$ cat src/rtl/fifomult_arb_pkg.sv
// Shared types and helpers for the fifomult2024 request arbiter.
// Holds the FSM state encoding, the response error bit positions and
// the parity helper used on operand and product words.
package fifomult_arb_pkg;

  typedef enum logic [2:0] {
    IDLE,
    SEND_A,
    SEND_B,
    WAIT_RES,
    RESP
  } state_t;

  localparam int ERR_IN_PAR  = 0;
  localparam int ERR_TIMEOUT = 1;
  localparam int ERR_OUT_PAR = 2;

  // Narrower words are zero-extended by the caller; zeros leave the XOR unchanged.
  function automatic logic parity(input logic [63:0] v);
    return ^v;
  endfunction

endpackage

$ cat src/rtl/fifomult_arbiter_rr_arbiter.sv
// Round-robin grant picker: first asserted req at or after last_grant+1.
// Latency: combinational. Backpressure: none, grant is all-zero when en is low.
// Ports: req (request vector), last_grant (pointer), en -> grant (one-hot), grant_idx.
module rr_arbiter #(
  parameter int N_REQ = 4,
  localparam int IDX_W = $clog2(N_REQ)
) (
  input  logic [N_REQ-1:0] req,
  input  logic [IDX_W-1:0] last_grant,
  input  logic             en,
  output logic [N_REQ-1:0] grant,
  output logic [IDX_W-1:0] grant_idx
);

  logic [IDX_W-1:0] idx;
  logic             found;

  always_comb begin
    grant     = '0;
    grant_idx = '0;
    found     = 1'b0;
    idx       = '0;
    // Walk N_REQ positions starting just after the previous winner.
    for (int i = 1; i <= N_REQ; i++) begin
      idx = IDX_W'((int'(last_grant) + i) % N_REQ);
      if (en && !found && req[idx]) begin
        found      = 1'b1;
        grant[idx] = 1'b1;
        grant_idx  = idx;
      end
    end
  end

endmodule

$ cat src/rtl/fifomult_arbiter.sv
// Shares one fifomult2024 multiplier among N_REQ requesters, one transaction at a time.
// Latency: accept c0, operand A c1, operand B c2, response one cycle after product strobe.
// Backpressure: req_ready pulses only in IDLE with mul_busy low; responses cannot be stalled.
// Ports: clk/rst; req_valid/req_a/req_b/req_ready requester side; resp_* response side;
//        mul_* multiplier side (all multiplier inputs except clk and reset).
// Optional: define FIFOMULT_ARB_OUT_PARITY_CHECK_EN to check product parity into resp_err[2].
module fifomult_arbiter
  import fifomult_arb_pkg::*;
#(
  parameter int N_REQ   = 4,
  parameter int DATA_W  = 16,
  parameter int TIMEOUT = 64
) (
  input  logic                      clk,
  input  logic                      rst,
  input  logic [N_REQ-1:0]          req_valid,
  input  logic [N_REQ*DATA_W-1:0]   req_a,
  input  logic [N_REQ*DATA_W-1:0]   req_b,
  output logic [N_REQ-1:0]          req_ready,
  output logic                      resp_valid,
  output logic [$clog2(N_REQ)-1:0]  resp_id,
  output logic [2*DATA_W-1:0]       resp_data,
  output logic [2:0]                resp_err,
  output logic [DATA_W-1:0]         mul_data_in,
  output logic                      mul_data_in_parity,
  output logic                      mul_data_in_valid,
  input  logic                      mul_busy,
  input  logic [2*DATA_W-1:0]       mul_data_out,
  input  logic                      mul_data_out_parity,
  input  logic                      mul_data_out_valid,
  input  logic                      mul_data_in_parity_error
);

  localparam int IDX_W = $clog2(N_REQ);
  localparam int CNT_W = $clog2(TIMEOUT + 1);

  state_t               state_q;
  logic [IDX_W-1:0]     last_grant_q;
  logic [IDX_W-1:0]     g_q;
  logic [DATA_W-1:0]    b_q;
  logic                 in_perr_q;
  logic [CNT_W-1:0]     cnt_q;

  logic [DATA_W-1:0]    mul_data_q;
  logic                 mul_par_q;
  logic                 mul_vld_q;
  logic                 resp_valid_q;
  logic [IDX_W-1:0]     resp_id_q;
  logic [2*DATA_W-1:0]  resp_data_q;
  logic [2:0]           resp_err_q;

  logic [N_REQ-1:0]     grant;
  logic [IDX_W-1:0]     grant_idx;
  logic                 arb_en;
  logic [DATA_W-1:0]    sel_a;
  logic [DATA_W-1:0]    sel_b;
  logic                 out_par_err;

  // Reset is gated in so req_ready stays low while rst is held.
  assign arb_en = (state_q == IDLE) && !mul_busy && !rst;

  rr_arbiter #(.N_REQ(N_REQ)) u_rr (
    .req        (req_valid),
    .last_grant (last_grant_q),
    .en         (arb_en),
    .grant      (grant),
    .grant_idx  (grant_idx)
  );

  assign sel_a = req_a[grant_idx*DATA_W +: DATA_W];
  assign sel_b = req_b[grant_idx*DATA_W +: DATA_W];

`ifdef FIFOMULT_ARB_OUT_PARITY_CHECK_EN
  assign out_par_err = parity(64'(mul_data_out)) ^ mul_data_out_parity;
`else
  logic unused_out_par;
  assign unused_out_par = mul_data_out_parity;
  assign out_par_err    = 1'b0;
`endif

  always_ff @(posedge clk) begin
    if (rst) begin
      state_q      <= IDLE;
      last_grant_q <= IDX_W'(N_REQ - 1);
      g_q          <= '0;
      b_q          <= '0;
      in_perr_q    <= 1'b0;
      cnt_q        <= '0;
      mul_data_q   <= '0;
      mul_par_q    <= 1'b0;
      mul_vld_q    <= 1'b0;
      resp_valid_q <= 1'b0;
      resp_id_q    <= '0;
      resp_data_q  <= '0;
      resp_err_q   <= '0;
    end else begin
      mul_vld_q    <= 1'b0;
      resp_valid_q <= 1'b0;
      case (state_q)
        IDLE: begin
          if (|grant) begin
            g_q        <= grant_idx;
            b_q        <= sel_b;
            in_perr_q  <= 1'b0;
            mul_data_q <= sel_a;
            mul_par_q  <= parity(64'(sel_a));
            mul_vld_q  <= 1'b1;
            state_q    <= SEND_A;
          end
        end
        SEND_A: begin
          mul_data_q <= b_q;
          mul_par_q  <= parity(64'(b_q));
          mul_vld_q  <= 1'b1;
          state_q    <= SEND_B;
        end
        SEND_B: begin
          mul_data_q <= '0;
          mul_par_q  <= 1'b0;
          cnt_q      <= '0;
          if (mul_data_in_parity_error) in_perr_q <= 1'b1;
          state_q    <= WAIT_RES;
        end
        WAIT_RES: begin
          cnt_q <= cnt_q + CNT_W'(1);
          if (mul_data_in_parity_error) in_perr_q <= 1'b1;
          // Product has priority over a timeout landing in the same cycle.
          if (mul_data_out_valid) begin
            resp_valid_q             <= 1'b1;
            resp_id_q                <= g_q;
            resp_data_q              <= mul_data_out;
            resp_err_q[ERR_IN_PAR]   <= in_perr_q | mul_data_in_parity_error;
            resp_err_q[ERR_TIMEOUT]  <= 1'b0;
            resp_err_q[ERR_OUT_PAR]  <= out_par_err;
            state_q                  <= RESP;
          end else if (cnt_q == CNT_W'(TIMEOUT - 1)) begin
            resp_valid_q             <= 1'b1;
            resp_id_q                <= g_q;
            resp_data_q              <= '0;
            resp_err_q[ERR_IN_PAR]   <= in_perr_q | mul_data_in_parity_error;
            resp_err_q[ERR_TIMEOUT]  <= 1'b1;
            resp_err_q[ERR_OUT_PAR]  <= 1'b0;
            state_q                  <= RESP;
          end
        end
        RESP: begin
          resp_id_q    <= '0;
          resp_data_q  <= '0;
          resp_err_q   <= '0;
          last_grant_q <= g_q;
          state_q      <= IDLE;
        end
        default: state_q <= IDLE;
      endcase
    end
  end

  assign req_ready          = grant;
  assign resp_valid         = resp_valid_q;
  assign resp_id            = resp_id_q;
  assign resp_data          = resp_data_q;
  assign resp_err           = resp_err_q;
  assign mul_data_in        = mul_data_q;
  assign mul_data_in_parity = mul_par_q;
  assign mul_data_in_valid  = mul_vld_q;

endmodule

$ cat config.mk
export PLATFORM = sky130hd
export DESIGN_NAME = fifomult_arbiter
export DESIGN_NICKNAME = d
export VERILOG_FILES = /design/src/rtl/fifomult_arb_pkg.sv /design/src/rtl/fifomult_arbiter_rr_arbiter.sv /design/src/rtl/fifomult_arbiter.sv
export SDC_FILE = /design/constraint.sdc
export NUM_CORES = 1
export LEC_CHECK = 0
export CAP_MARGIN = 20
export CORE_MARGIN = 1
export CORE_UTILIZATION = 45
export DETAILED_ROUTE_END_ITERATION = 8
export MAX_ROUTING_LAYER = met4
export PLACE_DENSITY = 0.95
export SYNTH_ARGS = -nofsm -noshare
export SYNTH_HDL_FRONTEND = slang
export SYNTH_HIERARCHICAL = 1
export SYNTH_SLANG_ARGS = --single-unit
$ cat constraint.sdc
create_clock -name clk -period 7.1 [get_ports clk]
set_input_delay 1.775 -clock clk [delete_from_list [all_inputs] [get_ports clk]]
set_output_delay 1.775 -clock clk [all_outputs]
set_load 0.005 [all_outputs]
==> results of run 1 <==
-- worst min path at each step --
stage | to | slack (ps) | startpoint | cells after the start
2_1_floorplan | cnt_q[5] | 440 | cnt_q[5] | 1
3_3_place_gp | cnt_q[5] | 460 | cnt_q[5] | 1
6_report | resp_id[0] | 480 | g_q[0] | 2
3_5_place_dp | cnt_q[1] | 470 | cnt_q[1] | 2
5_1_grt | resp_id[0] | 490 | g_q[0] | 2
4_1_cts | resp_id[0] | 480 | g_q[0] | 2
-- cells in the mapped netlist, types with 4 or more instances --
master,count
and3_1,4
a221o_1,4
nor2_1,67
dfxtp_1,86
a22oi_1,50
ha_1,8
nand3b_1,4
o21ai_0,4
mux4_2,33
nand3_1,5
xnor2_1,25
buf_6,4
nor3_1,5
nand2_1,52
inv_1,5
buf_2,7
clkbuf_1,26
a211oi_1,18
a21oi_1,29
-- power by group --
part | internal [mW] | switching, mW | total, mW
clock network | 0.171 | 0.167 | 0.338
logic | 0.253 | 0.186 | 0.440
registers | 0.522 | 0.0315 | 0.553
-- final cells by class --
| class | instances | area [um2] |
|---|---|---|
| clock inverter | 5 | 60.1 |
| tap | 136 | 170 |
| clock buffer | 10 | 138 |
| inverter | 6 | 22.5 |
| fill | 749 | 3000 |
| timing repair buffer | 235 | 2320 |
| sequential | 86 | 1720 |
| multi-input combinational | 358 | 2840 |
-- cell families after synthesis --
| family | count (synthesis) |
|---|---|
| buffers and inverters | 46 |
| AOI/OAI and AO/OA | 121 |
| adders and majority gates | 8 |
| xor gates and xnor gates | 31 |
| and+or+nand+nor | 158 |
| muxes | 39 |
| DFF | 86 |
| other | 1 |
-- routing by layer --
metal	routed length (um)	vias up
met5	0	-
met4	280	0
met3	837	22
met2	7470	232
met1	5240	2170
li1	-	2206
-- state kept, by name, indices dropped and copies added, names as in the netlist --
name,count
resp_id,2
b_q,16
mul_data_in_parity,1
state_q,3
last_grant_q,2
mul_data_in_valid,1
cnt_q,7
in_perr_q,1
g_q,2
resp_valid,1
mul_data_in,16
resp_data,32
resp_err,2
-- worst max-delay path, cell delays in order --
cell and delay [ps]:
clkdlybuf4s50_1 480, mux4_2 620, nor2_2 200, and3_2 250, a221o_1 180, clkdlybuf4s50_1 510
==> flow_summary.json, run 1 <==
{
  "min_period_over_period_pct": 81.6,
  "worst_pin_slew_ps": 1100,
  "setup_viol": 0,
  "drtPass1Iterations": 6,
  "design_area_um2": 7280,
  "synth_compound_area_share_pct": 17.7,
  "end_kind": "primary output",
  "mostFrequentLayoutCell": "clkdlybuf4s50_1",
  "nNetsFinal": 874,
  "synthFlopType": "dfxtp_1",
  "ioPinCount": 230,
  "ctsResizeCount": 0,
  "finalPower_mw": 1.33,
  "vias": 4630,
  "dpl-instance-area_um2": 7070,
  "dieArea_um2": 11000,
  "drc_errors": 0,
  "synth_edf_count": 0,
  "hold_class": "reg2reg",
  "clk_latency_ps": 340,
  "status": "finished, final reports clean",
  "layout_common_cells": "clkdlybuf4s50_1, dfxtp_1, nor2_1",
  "yosys_warnings": 6,
  "drive_gt1_share_pct": 10.6,
  "gr-usage-met3_pct": 3.81,
  "min_period_ps": 5800,
  "synth_top_family_by_area": "multiplexers",
  "reg2reg_to": "mul_data_in_parity",
  "reg2reg_slack_ps": 2420,
  "syn_avg_cell_area_um2": 9.72,
  "synth-async-reset-ratio_pct": 0,
  "grt_pass1_wl_mm": 21.8,
  "yosysTopAreaCell": "dfxtp_1",
  "synthAdderAreaFrac_pct": 2.10,
  "grtUsageMet1_pct": 27.8,
  "cts_tree": "built",
  "diodes": 0,
  "fmax_mhz": 173,
  "cp_max_fo": 12,
  "place_inst": 819,
  "clk_transition_reported_paths_ps": 80,
  "postCtsSetupRepairBufs": 0,
  "ant_nets": 0,
  "crit_path_start": "req_valid[2]",
  "rr_worst_depth": 13,
  "max-clock-path-buffers": 2,
  "synth_xor_area_share_pct": 6.17,
  "top_usage_layer": "met2",
  "grt_max_degree": 76,
  "cp-start-kind": "primary input",
  "power.density_nw_per_um2": 183,
  "grtUsageMet2_pct": 47.4,
  "synth_area_um2": 4760,
  "die_h_um": 105,
  "yosys-top-cells-area": "dfxtp_1, mux4_2, a22oi_1",
  "core_area_um2": 10300,
  "fin_cells": 836,
  "finalWeightedCongestion": 0.834,
  "r2r_start": "last_grant_q[0]",
  "synth_top_area_share_pct": 36.1,
  "vdd_drop_max_mv": 0.0925,
  "synth-simple-area-share_pct": 15.1,
  "die_w_um": 105,
  "drt-initial-drc-count": 268,
  "required_ps": 5330,
  "synth-seq-area-share_pct": 36.1,
  "wl_per_cell_um": 16.5,
  "synth-seq-cells": 86,
  "final_hold_viol_count": 0,
  "ctsHoldBuffers": 0,
  "worst_slack_ps": 1300,
  "muxShareOfSynthArea_pct": 17.9,
  "numClockSinks": 86,
  "synthCells": 490,
  "max-slew-margin-rel_pct": 26.2,
  "criticalPathCategory": "in2out",
  "via_per_inst": 5.54,
  "port_buffers": 227,
  "timing.hold.ws_ps": 480,
  "grt_antenna_before_repair": 0,
  "synthesis.nets": 668,
  "ys_types": 58,
  "clockRootBuffer": "clkbuf_8",
  "grt_usage_pct": 25.6,
  "synthToLayoutAreaGrowth_pct": 52.8,
  "rsz0062_at_grt": "false",
  "grt_pass1_vias": 4591,
  "tns_ps": 0,
  "hpwl_mm": 11.1,
  "grt_overflow": 0,
  "routed_wl_mm": 13.8,
  "fin_util_pct": 70.8,
  "maxSlewViolCount": 0,
  "leakage_nw": 2.55,
  "critPathCapture": "req_ready[3]",
  "htree_num_levels": 3,
  "cap_violations": 0,
  "post-place-ws_ps": 1110,
  "crit_arrival_ps": 4020,
  "cts_made_buffers": 9,
  "rows": 37,
  "finalClockSkew_ps": 12.6,
  "floorplan.initialDensity_pct": 46.4
}
Power figures use the tool's default switching activity.
==> run 2: changes to the inputs <==
Settings changed: CORE_UTILIZATION 45 to 41, PLACE_DENSITY 0.95 to 0.91.
Clock period 7.1 ns to 5.85 ns, I/O delays scaled along.
==> flow_summary.json, run 2 (synthesized netlist as in run 1, its figures left out) <==
{
  "status": "finished, final reports clean",
  "core_area_um2": 11400,
  "via_per_inst": 5.55,
  "die_h_um": 110,
  "vias": 4680,
  "critPathMostFrequentCell": "clkdlybuf4s50_1",
  "grt_antenna_before_repair": 0,
  "grt_overflow": 0,
  "port_buffers": 227,
  "dieArea_um2": 12100,
  "min_period_ps": 5160,
  "cts_made_buffers": 9,
  "grt_pass1_vias": 4545,
  "setup_viol": 0,
  "hold-path-cell-count": 2,
  "cts_tree": "built",
  "floorplan.initialDensity_pct": 41.9,
  "ant_nets": 0,
  "path_cells": "clkdlybuf4s50_1, mux4_2, nor2_2, and3_2, a221o_1, clkdlybuf4s50_1",
  "required_ps": 4390,
  "min_period_over_period_pct": 88.2,
  "cp_max_fo": 12,
  "reg2reg_to": "mul_data_in_parity",
  "final_hold_viol_count": 0,
  "rows": 39,
  "timing.hold.ws_ps": 469,
  "ctsResizeCount": 0,
  "clk_transition_reported_paths_ps": 60,
  "diodes": 0,
  "grt_max_degree": 76,
  "tns_ps": 0,
  "finalWeightedCongestion": 0.854,
  "vdd_drop_max_mv": 0.148,
  "end_kind": "primary output",
  "wl_per_cell_um": 16.7,
  "crit_arrival_ps": 3700,
  "power.density_nw_per_um2": 240,
  "clockRootBuffer": "clkbuf_16",
  "mostFrequentLayoutCell": "clkdlybuf4s50_1",
  "finalClockSkew_ps": 7.73,
  "cap_violations": 0,
  "numClockSinks": 86,
  "layout_common_cells": "clkdlybuf4s50_1, dfxtp_1, nor2_1",
  "ioPinCount": 230,
  "ctsHoldBuffers": 0,
  "postCtsSetupRepairBufs": 0,
  "multiInputGateArea_um2": 2840,
  "drt-initial-drc-count": 286,
  "seqCellArea_um2": 1720,
  "rr_worst_depth": 13,
  "rsz0062_at_grt": "false",
  "hold_class": "reg2reg",
  "die_w_um": 110,
  "drive_gt1_share_pct": 10.7,
  "fin_util_pct": 65.2,
  "htree_num_levels": 3,
  "nNetsFinal": 875,
  "grt_pass1_wl_mm": 21.4,
  "leakage_nw": 2.60,
  "synthToLayoutAreaGrowth_pct": 55.5,
  "clk_latency_ps": 330,
  "grt_usage_pct": 24.1,
  "maxSlewViolCount": 0,
  "r2r_start": "last_grant_q[0]",
  "cp-start-kind": "primary input",
  "reg2reg_slack_ps": 1440,
  "routed_wl_mm": 14.1,
  "slowest_delay_ps": 620,
  "max-clock-path-buffers": 2,
  "drtPass1Iterations": 5,
  "drc_errors": 0,
  "worst_pin_slew_ps": 1060,
  "worstHoldStart": "resp_id[0]",
  "fmax_mhz": 194,
  "min_to": "resp_id[0]",
  "hpwl_mm": 11.1,
  "crit_slowest_cell": "mux4_2",
  "criticalPathCategory": "in2out",
  "max-slew-margin-rel_pct": 29.6,
  "largest_reg_flops": 32,
  "fillers": 862
}
run 2: power breakdown:
group / internal, mW / leakage [nW] / switching (mW)
clock: 0.340 / 0.145 / 0.224
sequential: 0.634 / 0.698 / 0.0375
combinational: 0.312 / 1.76 / 0.231
run 2: how the worst max path moves through the flow:
stage	from	to	cells past startpoint
3_5_place_dp	req_valid[2]	req_ready[1]	6
4_1_cts	req_valid[2]	req_ready[1]	6
3_3_place_gp	req_valid[2]	req_ready[3]	6
6_report	req_valid[2]	req_ready[1]	6
5_1_grt	req_valid[1]	req_ready[3]	6
2_1_floorplan	rst	req_ready[3]	4
run 2: critical path, delay by kind of cell:
| kind | cells | cell delay, ps |
|---|---|---|
| and+or+nand+nor | 2 | 440 |
| buffers and inverters | 2 | 980 |
| AOI/OAI and AO/OA | 1 | 200 |
| muxes | 1 | 620 |
run 2: metrics by stage:
stage	setup slack, ps	power, mW	instance area (um2)	std cells
2_1_floorplan	1520	0.966	4760	490
3_3_place_gp	804	1.21	7090	827
3_5_place_dp	703	1.22	7090	827
4_1_cts	700	1.79	7390	842
5_1_grt	607	1.87	7410	844
6_report	689	1.78	7410	844
run 2: layer usage:
layer | track usage (%) | part of all wire [%]
met1 | 25.6 | 38
met3 | 3.73 | 6.7
met4 | 13.6 | 4.0
met2 | 42.6 | 51
met5 | - | 0
run 2: area by class of cell:
cell class	count	area share (%)
sequential	86	23.2
clock inverter	5	0.811
timing repair buffer	236	31.6
multi-input combinational	358	38.4
clock buffer	10	3.23
tap	143	2.42
inverter	6	0.304
